## src/rtl/lstm_seq_ctrl_pkg.sv

```systemverilog
// lstm_seq_ctrl_pkg: state encodings and default sizing shared by the LSTM sequencer
package lstm_seq_ctrl_pkg;
  localparam logic [2:0] S_IDLE = 3'd0;
  localparam logic [2:0] S_LOAD = 3'd1;
  localparam logic [2:0] S_EVAL = 3'd2;
  localparam logic [2:0] S_EMIT = 3'd3;
  localparam logic [2:0] S_DONE = 3'd4;
  localparam int LAT_DEF = 2;
  localparam int TW_DEF  = 8;
endpackage

```

## src/rtl/lstm_seq_ctrl.sv

```systemverilog
// lstm_seq_ctrl: steps one LSTM cell over a sequence, owning the h(t-1) feedback register
module lstm_seq_ctrl
  import lstm_seq_ctrl_pkg::*;
#(
  parameter int WIDTH = 32,
  parameter int NUM   = 3,
  parameter int LAT   = LAT_DEF,
  parameter int TW    = TW_DEF
) (
  input  logic                     clk,
  input  logic                     rst,
  input  logic                     i_start,
  input  logic [TW-1:0]            i_len,
  input  logic                     i_x_valid,
  input  logic [(NUM-1)*WIDTH-1:0] i_x,
  output logic                     o_x_ready,
  output logic [NUM*WIDTH-1:0]     o_cell_x,
  output logic                     o_sel,
  input  logic [WIDTH-1:0]         i_h,
  input  logic [WIDTH-1:0]         i_c,
  output logic                     o_h_valid,
  input  logic                     i_h_ready,
  output logic [WIDTH-1:0]         o_h,
  output logic [WIDTH-1:0]         o_c,
  output logic [TW-1:0]            o_step,
  output logic                     o_last,
  output logic                     o_busy,
  output logic                     o_done
);
  logic [2:0]                 state_q, state_d;
  logic [7:0]                 lat_q, lat_d;
  logic [TW-1:0]              step_q, step_d, len_q, len_d;
  logic [(NUM-1)*WIDTH-1:0]   x_q, x_d;
  logic [WIDTH-1:0]           hprev_q, hprev_d, h_q, h_d, c_q, c_d;
  logic                       at_last;

  assign at_last   = step_q == len_q - TW'(1);
  assign o_x_ready = state_q == S_LOAD;
  assign o_h_valid = state_q == S_EMIT;
  assign o_busy    = state_q != S_IDLE;
  assign o_done    = state_q == S_DONE;
  assign o_sel     = step_q != '0;
  assign o_last    = o_h_valid & at_last;
  assign o_cell_x  = {o_sel ? hprev_q : '0, x_q};
  assign o_step    = step_q;
  assign o_h       = h_q;
  assign o_c       = c_q;

  // sequencing FSM: accept x, wait the cell latency, hold h/c until taken, repeat per step
  always_comb begin
    state_d = state_q;
    lat_d   = lat_q;
    step_d  = step_q;
    len_d   = len_q;
    x_d     = x_q;
    hprev_d = hprev_q;
    h_d     = h_q;
    c_d     = c_q;
    case (state_q)
      S_IDLE: if (i_start) begin
        len_d   = i_len;
        step_d  = '0;
        state_d = (i_len == '0) ? S_DONE : S_LOAD;
      end
      S_LOAD: if (i_x_valid) begin
        x_d     = i_x;
        lat_d   = '0;
        state_d = S_EVAL;
      end
      S_EVAL: if (lat_q == 8'(LAT - 1)) begin
        h_d     = i_h;
        c_d     = i_c;
        hprev_d = i_h;
        state_d = S_EMIT;
      end else lat_d = lat_q + 8'd1;
      S_EMIT: if (i_h_ready) begin
        state_d = at_last ? S_DONE : S_LOAD;
        step_d  = at_last ? step_q : step_q + TW'(1);
      end
      default: state_d = S_IDLE;
    endcase
  end

  // state and datapath registers; reset aborts any sequence in flight
  always_ff @(posedge clk or negedge rst) begin
    if (!rst) begin
      state_q <= S_IDLE;
      lat_q   <= '0;
      step_q  <= '0;
      len_q   <= '0;
      x_q     <= '0;
      hprev_q <= '0;
      h_q     <= '0;
      c_q     <= '0;
    end else begin
      state_q <= state_d;
      lat_q   <= lat_d;
      step_q  <= step_d;
      len_q   <= len_d;
      x_q     <= x_d;
      hprev_q <= hprev_d;
      h_q     <= h_d;
      c_q     <= c_d;
    end
  end
endmodule

```

## config.mk

```make
export PLATFORM = sky130hd
export DESIGN_NAME = lstm_seq_ctrl
export DESIGN_NICKNAME = d
export VERILOG_FILES = /design/src/rtl/lstm_seq_ctrl_pkg.sv /design/src/rtl/lstm_seq_ctrl.sv
export SDC_FILE = /design/constraint.sdc
export NUM_CORES = 1
export LEC_CHECK = 0
export CORE_MARGIN = 2
export CORE_UTILIZATION = 37
export DETAILED_ROUTE_END_ITERATION = 16
export PLACE_DENSITY = 0.76
export SYNTH_ARGS = -nofsm -noshare
export SYNTH_HDL_FRONTEND = slang
export SYNTH_SLANG_ARGS = --single-unit
```

## constraint.sdc

```tcl
create_clock -name clk -period 2.5 [get_ports clk]
set_input_delay 0.375 -clock clk [delete_from_list [all_inputs] [get_ports clk]]
set_output_delay 0.375 -clock clk [all_outputs]
set_load 0.01 [all_outputs]
```

==> run summary <==
Post-synth EDFFs: 0
Routed wire per std cell: 17.4 um
Tcrit/Tclk final: 98.6%
First-pass GRT wire length: 29800 um
Total gr overflow: 0
Share of layout cells above drive strength 1: 26.7%
Worst-path maximum fanout: 5
Leading cell type in the layout, fill and taps excluded: clkdlybuf4s50_1
Global placement routability congestion: 0.878
Via count: 5242
Power consumption: 14.7 mW
Syn Area/Cell: 13.6 um2
Clk slew on worst S/H paths: 70 ps
Clock Latency Late Sink: 420 ps
Place WS: -123 ps
Clock Sinks: 155
Max Fclk: 406 MHz
Power per standard cell area: 1340 nW/um2
Ports: 315
Non-Filler Instances: 1064
Die W: 138 um
Most used DFF post-synth: dfrtp_1
Starting density of the core: 37.4%
Slowest cell on crit path: dfrtp_1
Ant diodes: 0
Reg2reg start: len_q[1]
Clock skew: 10.1 ps
Fill cells: 1378
Drc violations: 0
WP data arrival: 2090 ps
Setup slack after layout: 34.2 ps
H-tree levels: 4
Final WL: 18500 um
Root Buffer: clkbuf_16
Cells after synthesis: 492
Inst Count DP: 1023
CTS max path bufs: 2
Crit path launch: len_q[1]
GRT Total Usage: 19.4%
Final hold vios: 0
CTS tree: built
Setup CP Type: flop to primary output
Dpl hpwl: 13700 um
Antenna violations before repair: 0
Async SR Flop Fraction: 100%
Max IR drop VDD: 0.602 mV
Crit end category: primary output
Number of synthesized register bits: 155
Worst setup SP type: flop
Port buffer count: 314
Worst slew pin tran: 599 ps
Seq/Total Area, Yosys: 58.1%
Vias in the first global route: 5760
Vias per cell: 4.93
Max incr delay on CP: 380 ps
Core area: 17800 um2
Layout area overhead: 64.6%
Synthesis Warnings: 0
Fin Hold WS: 492 ps
Largest net degree at the start of global routing: 65
Mapped Area: 6670 um2
Max-cap violation count: 0
First drt pass iteration count: 4
Worst path cell trace: inv_2 -> ha_4 -> buf_4 -> xnor2_1 -> o21ai_2 -> a2111oi_4 -> and3_4 -> buf_6
Pins Over Slew Limit: 0
Total CTS buffers: 17
Die Height: 138 um
Die ar.: 19100 um2
Iter 0 DRT Violations: 126
Period minus WS final: 2470 ps
Delay-heaviest family, CP: compound AO/OA/AOI/OAI gates
Most frequent cells in the layout: clkdlybuf4s50_1 (280), dfrtp_1 (150), mux2_2 (137), and2_1 (34), dlygate4sd2_1 (32)
Post-route ant nets: 0
Worst Path Buf+Inv: 3
Net Count, Synth: 638
Status: complete, no violations
Headroom to the max-slew limit: 60.1%
Lkg Pwr: 4.60 nW
Synth unique cells: 50
RSZ-0062 raised after global routing: true
# rows: 49
Nets@finish: 969
Setup violators final: 0
Worst Path Required: 2120 ps
Hold WC Path Type: input pin to asynchronous set/reset pin
worst register-to-register path: stages (launching register included):
cell and delay, ps:
dfrtp_1 380, inv_2 70, ha_4 170, buf_4 130, xnor2_1 190, o21ai_2 90
a2111oi_4 330, buf_4 170, buf_4 100, and2_4 190, or2_4 160, mux2_2 330
stage by stage:
step | TNS [ps] | instance area, um2 | util [%]
after floorplan | 0 | 6670 | -
after global placement | -27.6 | 10200 | 56.9
after detailed placement | -123 | 10200 | 56.9
after CTS | -103 | 10900 | 60.9
after global routing | -77.4 | 11000 | 61.6
final | 0 | 11000 | 61.6
final timing paths:
| check | cells after the start | endpoint | slack [ps] |
|---|---|---|---|
| worst max-delay path | 8 | o_last | 30 |
| worst min-delay path | 2 | x_q[7] | 490 |
| worst max register to register | 11 | o_step[1] | 90 |
| worst min register to register | 1 | o_c[29] | 500 |
| max in group asynchronous | 3 | o_h[1] | 1260 |
| min in group clk | 1 | o_c[29] | 500 |
synth_stat cells (2+ instances only):
cell type  instances  area, um2
a21oi_1            7       35.0
and2_1            34        213
and3_1             3       18.8
buf_2              2       10.0
buf_6              2       22.5
clkbuf_1          23       86.3
dfrtp_1          155       3880
ha_1               5       62.6
inv_1              9       33.8
mux2_2           137       1540
mux2i_1            4       40.0
nand2_1           19       71.3
nand2b_1           3       18.8
nand3_1            6       30.0
nand3b_1           2       15.0
nand4_1            2       12.5
nor2_1            11       41.3
nor2b_1            2       12.5
nor3_1             8       40.0
nor4_1             6       37.5
nor4b_1            2       17.5
o21ai_0            4       20.0
o21bai_1           2       15.0
o22ai_1            2       12.5
or4_1              3       22.5
xnor2_1            7       61.3
xor2_1             9       78.8
power breakdown:
group	internal, mW	switching (mW)	total [mW]
clock network	1.84	1.04	2.88
logic	4.34	2.85	7.20
registers	3.75	0.880	4.63
flip-flops by register name, indices dropped and copies added, names as in the netlist:
| name | flops |
|---|---|
| o_h | 32 |
| x_q | 64 |
| lat_q | 8 |
| len_q | 8 |
| o_c | 32 |
| o_step | 8 |
| state_q | 3 |
kinds of logic after synthesis:
kind of cell	count (synthesis)	share of synthesized area, %
xor+xnor	16	2.10
flops	155	58.1
fa+ha+maj	5	0.938
simple gates	112	9.83
compound gates	27	2.98
mux	141	23.7
buf+inv	36	2.29
final cells by class:
| class | instances | area, um2 | share of cell area, % |
|---|---|---|---|
| Clock inverter | 12 | 211 | 1.93 |
| Inverter | 9 | 33.8 | 0.308 |
| Sequential cell | 155 | 3880 | 35.4 |
| Tap cell | 229 | 287 | 2.61 |
| Clock buffer | 19 | 453 | 4.12 |
| Multi-Input combinational cell | 301 | 2750 | 25.0 |
| Timing Repair Buffer | 339 | 3360 | 30.6 |
what timing repair did:
action,CTS,global route
hold buffers,1,0
endpoints found under the setup margin,34,7
buffers inserted,4,5
resized for setup,48,18
endpoints found under the hold margin,59,0
pin swaps,5,12
routing by layer:
metal / track usage (%) / part of all wire [%] / vias up / routed length [um]
li1: - / - / 2373 / -
met1: 21.0 / 37 / 2593 / 6870
met2: 34.1 / 52 / 237 / 9710
met3: 7.31 / 7.6 / 39 / 1410
met4: 8.22 / 3.0 / 0 / 552
met5: 0 / 0 / - / 0
(Power assumes the default switching activity.)
